### src/rtl/dmem_arbiter.sv
// dmem_arbiter: arbitrates a CPU port and a debug/loader port onto one data
// memory. Each access costs three cycles: grant (IDLE), memory access (ACCESS)
// and response (RESP). The CPU has fixed priority. The debug port is forced
// through once it has lost STARVE_MAX idle-cycle arbitrations in a row.
//
// Handshake (both ports): a requester raises req together with we/addr/
// wdata/funct3 and holds them until gnt. gnt is a single-cycle pulse,
// combinational from req while IDLE. The request fields are captured on the
// same rising edge. The memory sees the access for exactly one cycle after
// that, and the owner's rvalid/rdata pulse for one cycle after the access.
// req and fields are ignored while busy.
//
// Optional feature: define DMEM_ARB_MISALIGN_TRAP_EN to trap misaligned CPU
// half-word/word accesses. A trapped access is granted normally, but it never
// reaches the memory and it answers with cpu_err=1 and cpu_rdata=0. Without
// the macro every access is forwarded unchanged and cpu_err is always 0.
//
// fsm_state and starve_cnt are exported so checkers can observe the
// arbitration state directly.
module dmem_arbiter #(
    parameter int ADDR_W     = 12,
    parameter int STARVE_MAX = 4,
    localparam int CNT_W     = (STARVE_MAX < 1) ? 1 : $clog2(STARVE_MAX + 1)
) (
    input  logic              clk,
    input  logic              n_rst,

    // CPU port
    input  logic              cpu_req,
    input  logic              cpu_we,
    input  logic [ADDR_W-1:0] cpu_addr,
    input  logic [31:0]       cpu_wdata,
    input  logic [2:0]        cpu_funct3,
    output logic              cpu_gnt,
    output logic              cpu_rvalid,
    output logic              cpu_err,
    output logic [31:0]       cpu_rdata,

    // debug / loader port
    input  logic              dbg_req,
    input  logic              dbg_we,
    input  logic [ADDR_W-1:0] dbg_addr,
    input  logic [31:0]       dbg_wdata,
    input  logic [2:0]        dbg_funct3,
    output logic              dbg_gnt,
    output logic              dbg_rvalid,
    output logic [31:0]       dbg_rdata,

    // data memory
    output logic              mem_MemWr,
    output logic              mem_MemRead,
    output logic [ADDR_W-1:0] mem_addr,
    output logic [31:0]       mem_wdata,
    output logic [2:0]        mem_funct3,
    input  logic [31:0]       mem_rdata,

    // status / observability
    output logic              busy,
    output logic [1:0]        fsm_state,
    output logic [CNT_W-1:0]  starve_cnt
);

    typedef enum logic [1:0] {
        IDLE   = 2'd0,
        ACCESS = 2'd1,
        RESP   = 2'd2
    } state_t;

    localparam logic [CNT_W-1:0] STARVE_LIM = CNT_W'(STARVE_MAX);

    state_t state;

    // fields captured at grant time; lat_owner is 1 when the debug port owns
    // the access in flight
    logic              lat_owner;
    logic              lat_we;
    logic [ADDR_W-1:0] lat_addr;
    logic [31:0]       lat_wdata;
    logic [2:0]        lat_funct3;
    logic              lat_trap;

    logic              in_idle;
    logic              dbg_forced;
    logic              cpu_misaligned;
    logic              win_we;
    logic [ADDR_W-1:0] win_addr;
    logic [31:0]       win_wdata;
    logic [2:0]        win_funct3;
    logic              win_trap;
    logic [31:0]       resp_data;

    // grants are gated by n_rst so that every output reads 0 during reset,
    // even when a requester is already holding req
    assign in_idle    = n_rst && (state == IDLE);
    assign dbg_forced = (starve_cnt == STARVE_LIM);

    assign cpu_gnt = in_idle && cpu_req && !(dbg_req && dbg_forced);
    assign dbg_gnt = in_idle && dbg_req && (!cpu_req || dbg_forced);

`ifdef DMEM_ARB_MISALIGN_TRAP_EN
    // half-word (lh/lhu/sh) needs addr[0]=0; word (lw/sw) needs addr[1:0]=0
    assign cpu_misaligned =
        (((cpu_funct3 == 3'd1) || (cpu_funct3 == 3'd5)) && cpu_addr[0]) ||
        ((cpu_funct3 == 3'd2) && (cpu_addr[1:0] != 2'b00));
`else
    assign cpu_misaligned = 1'b0;
`endif

    // request fields of whichever port wins this idle cycle
    assign win_we     = dbg_gnt ? dbg_we     : cpu_we;
    assign win_addr   = dbg_gnt ? dbg_addr   : cpu_addr;
    assign win_wdata  = dbg_gnt ? dbg_wdata  : cpu_wdata;
    assign win_funct3 = dbg_gnt ? dbg_funct3 : cpu_funct3;
    assign win_trap   = cpu_gnt && cpu_misaligned;

    // writes and trapped accesses answer with zero data; reads take the
    // memory's combinational output during ACCESS
    assign resp_data = (lat_we || lat_trap) ? 32'h0 : mem_rdata;

    assign busy      = (state != IDLE);
    assign fsm_state = state;

    // main FSM: captures the winner, drives the memory for one cycle, then
    // returns the response to the owner for one cycle
    always_ff @(posedge clk or negedge n_rst) begin
        if (!n_rst) begin
            state       <= IDLE;
            lat_owner   <= 1'b0;
            lat_we      <= 1'b0;
            lat_addr    <= '0;
            lat_wdata   <= 32'h0;
            lat_funct3  <= 3'd0;
            lat_trap    <= 1'b0;
            mem_MemWr   <= 1'b0;
            mem_MemRead <= 1'b0;
            mem_addr    <= '0;
            mem_wdata   <= 32'h0;
            mem_funct3  <= 3'd0;
            cpu_rvalid  <= 1'b0;
            cpu_err     <= 1'b0;
            cpu_rdata   <= 32'h0;
            dbg_rvalid  <= 1'b0;
            dbg_rdata   <= 32'h0;
        end else begin
            case (state)
                IDLE: begin
                    if (cpu_gnt || dbg_gnt) begin
                        state       <= ACCESS;
                        lat_owner   <= dbg_gnt;
                        lat_we      <= win_we;
                        lat_addr    <= win_addr;
                        lat_wdata   <= win_wdata;
                        lat_funct3  <= win_funct3;
                        lat_trap    <= win_trap;
                        // a trapped access keeps both enables low so the
                        // memory is never touched
                        mem_MemWr   <= win_we && !win_trap;
                        mem_MemRead <= !win_we && !win_trap;
                        mem_addr    <= win_addr;
                        mem_wdata   <= win_wdata;
                        mem_funct3  <= win_funct3;
                    end
                end

                ACCESS: begin
                    state       <= RESP;
                    mem_MemWr   <= 1'b0;
                    mem_MemRead <= 1'b0;
                    mem_addr    <= '0;
                    mem_wdata   <= 32'h0;
                    mem_funct3  <= 3'd0;
                    if (lat_owner) begin
                        dbg_rvalid <= 1'b1;
                        dbg_rdata  <= resp_data;
                    end else begin
                        cpu_rvalid <= 1'b1;
                        cpu_err    <= lat_trap;
                        cpu_rdata  <= resp_data;
                    end
                end

                RESP: begin
                    state      <= IDLE;
                    cpu_rvalid <= 1'b0;
                    cpu_err    <= 1'b0;
                    cpu_rdata  <= 32'h0;
                    dbg_rvalid <= 1'b0;
                    dbg_rdata  <= 32'h0;
                end

                default: begin
                    state       <= IDLE;
                    mem_MemWr   <= 1'b0;
                    mem_MemRead <= 1'b0;
                    cpu_rvalid  <= 1'b0;
                    cpu_err     <= 1'b0;
                    dbg_rvalid  <= 1'b0;
                end
            endcase
        end
    end

    // starvation counter: counts idle arbitrations the debug port lost to the
    // CPU, saturating at STARVE_MAX, and clears whenever debug wins
    always_ff @(posedge clk or negedge n_rst) begin
        if (!n_rst) begin
            starve_cnt <= '0;
        end else if (dbg_gnt) begin
            starve_cnt <= '0;
        end else if (cpu_gnt && dbg_req && (starve_cnt != STARVE_LIM)) begin
            starve_cnt <= starve_cnt + CNT_W'(1);
        end
    end

endmodule
### config.mk
export PLATFORM = sky130hd
export DESIGN_NAME = dmem_arbiter
export DESIGN_NICKNAME = d
export VERILOG_FILES = /design/src/rtl/dmem_arbiter.sv
export SDC_FILE = /design/constraint.sdc
export NUM_CORES = 1
export LEC_CHECK = 0
export ABC_CLOCK_PERIOD_IN_PS = 3000
export BUFFER_PORTS_ARGS = -buffer_cell sky130_fd_sc_hd__buf_2
export CORE_AREA = 2 2 141 109
export DETAILED_ROUTE_END_ITERATION = 7
export DIE_AREA = 0 0 143 111
export HOLD_SLACK_MARGIN = 0.15
export MAX_ROUTING_LAYER = met4
export PLACE_DENSITY = 0.75
export SLEW_MARGIN = 25
export SYNTH_ARGS = -nofsm -noshare
export SYNTH_HDL_FRONTEND = slang
export SYNTH_SLANG_ARGS = --single-unit
### constraint.sdc
create_clock -name clk -period 3 [get_ports clk]
set_input_delay 0.3 -clock clk [delete_from_list [all_inputs] [get_ports clk]]
set_output_delay 0.3 -clock clk [all_outputs]
set_load 0.02 [all_outputs]
Word-level counts from Yosys, hierarchy flattened
Index checks and enable logic that the tools add are counted.
{"block": "totals", "reg_bits": 123, "input_bits": 132, "output_inout_bits": 124, "word_cells": 78}
{"block": "op_classes", "add_sub_neg": 1, "n_eq_ne": 7, "n_mux": 29, "bitwise": 2, "reduce_logical": 25}
{"cell": "case mux 32 bit (2 select lines)", "n": 3}
{"cell": "2-to-1 mux 32 bit", "n": 5}
{"cell": "2-to-1 mux 12 bit", "n": 2}
{"cell": "case mux 12 bit (2 select lines)", "n": 1}
{"cell": "AND reduction 2 bit", "n": 7}
{"cell": "2-to-1 mux 3 bit", "n": 4}
{"cell": "case mux 1 bit (2 select lines)", "n": 5}
{"cell": "logical AND 1 bit", "n": 8}
{"cell": "nonzero test 2 bit", "n": 4}
{"cell": "2-to-1 mux 1 bit", "n": 6}
{"cell": "case mux 3 bit (2 select lines)", "n": 1}
{"cell": "inequality test 2 bit (second input constant)", "n": 2}
{"cell": "case mux 2 bit (2 select lines)", "n": 1}
{"cell": "adder 3 x 1 -> 3 bit (second input constant)", "n": 1}
{"cell": "== test 3 bit (second input constant)", "n": 1}
{"cell": "zero test 1 bit", "n": 3}
{"cell": "inequality test 3 bit (second input constant)", "n": 1}
{"cell": "== test 2 x 1 -> 1 bit (second input constant)", "n": 1}
{"cell": "== test 2 bit (second input constant)", "n": 1}
{"cell": "zero test 2 bit", "n": 1}
{"cell": "logical OR 1 bit", "n": 2}
{"cell": "2-to-1 mux 2 bit", "n": 1}
{"cell": "inequality test 2 x 1 -> 1 bit (second input constant)", "n": 1}
{"cell": "inverter 1 bit", "n": 2}

Longest topological paths before layout
{"block": "logic_depth", "ltp_word": 8, "depth_mapped": 7, "ltp_nobuf": 5}

Least setup slack after synthesis
No wires, ideal clock.
{"block": "synth_timing", "path_kind": "register to register", "startpoint": "register starve_cnt[0]", "endpoint": "register mem_addr[0]", "setup_ps": 126, "t_arrival_ps": 1621, "path_slack_ps": 1253, "path_stages_with_launch": 8, "cell_sequence": "dfrtp_1 inv_1 ha_1 a21boi_2 buf_4 buf_2 o2111a_1 a221o_1"}
{"block": "synth_via", "elab_chain_len": 7, "word_cells_on_any_way": 12, "classes_between": "eq/ne: 2; mux: 3; reduce/logical: 7"}
{"item": "start, declared", "line_no": "60", "text": "output logic [CNT_W-1:0] starve_cnt"}
{"item": "start signal, assigned", "line_no": "211", "text": "starve_cnt <= starve_cnt + CNT_W'(1);"}
{"item": "== test 3 bit *", "line_no": "95", "text": "assign dbg_forced = (starve_cnt == STARVE_LIM);"}
{"item": "logical AND 1 bit", "line_no": "97", "text": "assign cpu_gnt = in_idle && cpu_req && !(dbg_req && dbg_forced);"}
{"item": "zero test 1 bit", "line_no": "97"}
{"item": "logical AND 1 bit", "line_no": "97"}
{"item": "logical OR 1 bit", "line_no": "147", "text": "if (cpu_gnt || dbg_gnt) begin"}
{"item": "inequality test 2 x 1 -> 1 bit (no line)"}
{"item": "AND reduction 2 bit (no line)"}
{"item": "end signal, assigned", "line_no": "159", "text": "mem_addr <= win_addr;"}
{"item": "end, declared", "line_no": "52", "text": "output logic [ADDR_W-1:0] mem_addr,"}
Mark *: on every way between the ends. The rest lies on a longest branch, timed or not. The select of a mux whose other input is x is not followed.
A chain may end at the register's enable or synchronous reset.

Worst setup path after layout
{"block": "layout_timing", "startpoint": "register state[0], in the netlist fsm_state[0]", "endpoint": "output port dbg_gnt"}
{"block": "layout_via", "elab_chain_len": 4}
{"item": "start, declared", "line_no": "71", "text": "state_t state;"}
{"item": "start signal, assigned", "line_no": "127", "text": "state <= IDLE;"}
{"item": "start signal, assigned", "line_no": "148", "text": "state <= ACCESS;"}
{"item": "start signal, assigned", "line_no": "166", "text": "state <= RESP;"}
{"item": "zero test 2 bit", "line_no": "94", "text": "assign in_idle = n_rst && (state == IDLE);"}
{"item": "logical AND 1 bit", "line_no": "94"}
{"item": "logical AND 1 bit (2 in a row)", "line_no": "98", "text": "assign dbg_gnt = in_idle && dbg_req && (!cpu_req || dbg_forced);"}
{"item": "end, declared", "line_no": "45", "text": "output logic dbg_gnt,"}
Every way passes these cells.

==> flow_summary.yaml <==
run_status:
  status: "completed"
timing:
  maxSlewHeadroom: 0.400
  finalCriticalPeriod_ps: 2470
  fmax_ghz: 0.405
  rsz0062_at_grt: "no"
  worst_pin_slew_ps: 900
  fin_skew_ps: 7.27
  post-route-period-util: 0.823
  setup_viol_count_final: 0
  finalMaxSlewViolations: 0
  whs_ps: 234
  hold_viol: 0
  finalSetupTns_ps: 0
power:
  p_switching_uw: 2270
  p_comb_frac: 0.328
  p_seq_frac: 0.366
  switching_share: 0.350
  power.total_uw: 6490
  p_int_uw: 4220
  peakVddDrop_mv: 0.322
  powerDensity_nw_per_um2: 803
  p_leak_uw: 0.00408
  pwr-share-clk: 0.306
logic_synthesis:
  synth_common_cells: "dfrtp_1, a221o_1, o2111a_1, mux2_2, nor3b_1"
  syn_avg_cell_area_um2: 14.0
  synth_top_family_by_area: "compound AO/OA/AOI/OAI gates"
  synth_top_area_cell: "dfrtp_1"
  yosys_warnings: 0
  synth_edf_count: 0
  muxShareOfSynthArea: 0.129
  synthesis.instances: 406
  synth.most_common_cell: "dfrtp_1"
  ys_ff_latch: 122
  synth-simple-area-share: 0.0627
  synthTopCellsByArea: "dfrtp_1, o2111a_1, a221o_1, mux2_2, mux2_1"
  async_reset_ff_frac: 1.00
  yosysTopAreaCellShare: 0.538
  synth_fa_ha_area_frac: 0.00441
  synth-compound-area-share: 0.204
  synth_xor_area_frac: 0
  synth-main-ff-cell: "dfrtp_1"
  synth.cell_area_um2: 5670
  yosysSeqAreaShare: 0.538
  synthesis.nets: 540
  synthDistinctLibCells: 38
clocking:
  clk_latency_ps: 410
  cts_sinks: 122
  cts_max_path_buffers: 2
  clockRootBuffer: "clkbuf_16"
  clk_pin_slew_ps: 50
  ctsResizeCount: 0
  cts_max_level: 4
  cts_tree: "built"
  cts_buffers: 17
floorplanning:
  die_w_um: 143
  core.rowCount: 39
  dieArea_um2: 15900
  core_um2: 14700
  initial_core_util: 0.386
  dieHeight_um: 111
  pin_count: 256
route:
  vias_per_cell: 5.40
  drtIter0Drc: 331
  vias: 4896
  drc: 0
  finalWirelength_um: 16500
  antenna_left: 0
  first_pass_iters: 5
  wl_per_cell_um: 18.2
min_path:
  hold_class: "primary input to flip-flop"
worst_setup_path:
  path_cells: "nand4bb_2, nor2_4, buf_2"
  arrival_ps: 2170
  max_stage_delay_ps: 640
  end_kind: "output pin"
  cp_slowest_cell: "nand4bb_2"
  critPathRequiredTime_ps: 2700
  start_kind: "flip-flop"
  critPathKind: "flip-flop to output pin"
  path_max_fanout: 16
final_layout:
  antenna_cells: 0
  nets: 823
  drive_above_1_share: 0.486
  area_delta_synth_final_pct: 42.4
global_routing:
  grt_pass1_wl_um: 25800
  track_usage: 0.214
  grt_max_degree: 73
  antenna_found_initial: 0
  grt_remaining_overflow: 0
  grt_pass1_vias: 5089
placement:
  dp_hpwl_um: 10900
  place.gp.congestion: 0.829
  portBuffers: 254
job:
  drv_cap: 0
==> power groups by stage <==
| stage | logic (µW) | registers [µW] | clock network [µW] |
|---|---|---|---|
| 2_1_floorplan | 759 | 2910 | 0 |
| 3_3_place_gp | 2040 | 2360 | 0 |
| 3_5_place_dp | 2090 | 2380 | 0 |
| 4_1_cts | 2140 | 2370 | 2030 |
| 5_1_grt | 2270 | 2420 | 2120 |
| 6_report | 2130 | 2370 | 1990 |
==> cell families (layout without fill, tap and decap cells) <==
family                   Yosys count  in the layout
AO/OA/AOI/OAI                    111            111
other                              1              1
buffers and inverters             54            350
AND/OR/NAND/NOR                   51             51
flip-flops                       122            122
adder cells (fa/ha/maj)            2              2
multiplexers                      65             65
==> critical path, delay by kind of cell (launching register included) <==
family	cells	cell delay [ps]
buffers and inverters	1	230
DFF	1	480
and+or+nand+nor	2	1050
==> cell usage in the layout (no fill, tap or decap), drive strengths merged, types with 4 or more instances in the layout <==
cell type / netlist / routed
nor2: 5 / 5
dlygate4sd3: 0 / 48
clkbuf: 16 / 21
a21oi: 5 / 5
o2111a: 47 / 47
nor3b: 33 / 33
buf: 33 / 265
mux2: 65 / 65
a221o: 47 / 47
clkinv: 0 / 4
dfrtp: 122 / 122
inv: 5 / 5
clkinvlp: 0 / 5
==> what timing repair did <==
| action | in CTS | in global routing |
|---|---|---|
| hold buffers | 48 | 0 |
| hold endpoints to repair | 97 | 0 |
| setup endpoints to repair | 0 | 0 |
| buffers inserted | 0 | 0 |
==> layer usage <==
metal | track usage | wire, µm
met1 | 0.260 | 6850
met2 | 0.341 | 7930
met3 | 0.0587 | 1320
met4 | 0.0799 | 367
met5 | - | 0
==> final timing paths <==
kind	from	endpoint	slack, ps	depth (start not counted)
min in group asynchronous	n_rst	fsm_state[0]	280	2
max reg2reg	fsm_state[0]	mem_addr[0]	670	4
max	fsm_state[0]	dbg_gnt	530	3
max in group asynchronous	n_rst	mem_wdata[24]	1010	4
min	cpu_we	lat_we	230	3
min reg2reg	dbg_rdata[31]	dbg_rdata[31]	480	1
==> flip-flops by register name (all words and copies together), names as in the netlist <==
name / cells
cpu_rdata: 32
dbg_rdata: 32
mem_wdata: 32
mem_addr: 12
mem_funct3: 3
starve_cnt: 3
fsm_state: 2
cpu_rvalid: 1
dbg_rvalid: 1
lat_owner: 1
lat_we: 1
mem_MemRead: 1
mem_MemWr: 1
==> area by class of cell <==
class / count / area [µm²]
multi-input cells: 230 / 2310
repair buffers: 313 / 1860
inverters: 5 / 18.8
flip-flops and latches: 122 / 3050
clock inverters: 11 / 121
fillers: 1212 / 6610
clock buffers: 21 / 460
well taps: 205 / 256
==> metrics by stage <==
stage / std cells / setup WS [ps] / area, µm² / utilization
final: 907 / 531 / 8080 / 0.550
after CTS: 907 / 489 / 8080 / 0.550
after detailed placement: 827 / 687 / 7010 / 0.478
after global placement: 827 / 806 / 7010 / 0.478
after floorplan: 406 / 1250 / 5670 / -
after global routing: 907 / 379 / 8080 / 0.550
No activity file was read; power rests on OpenSTA's default activity.
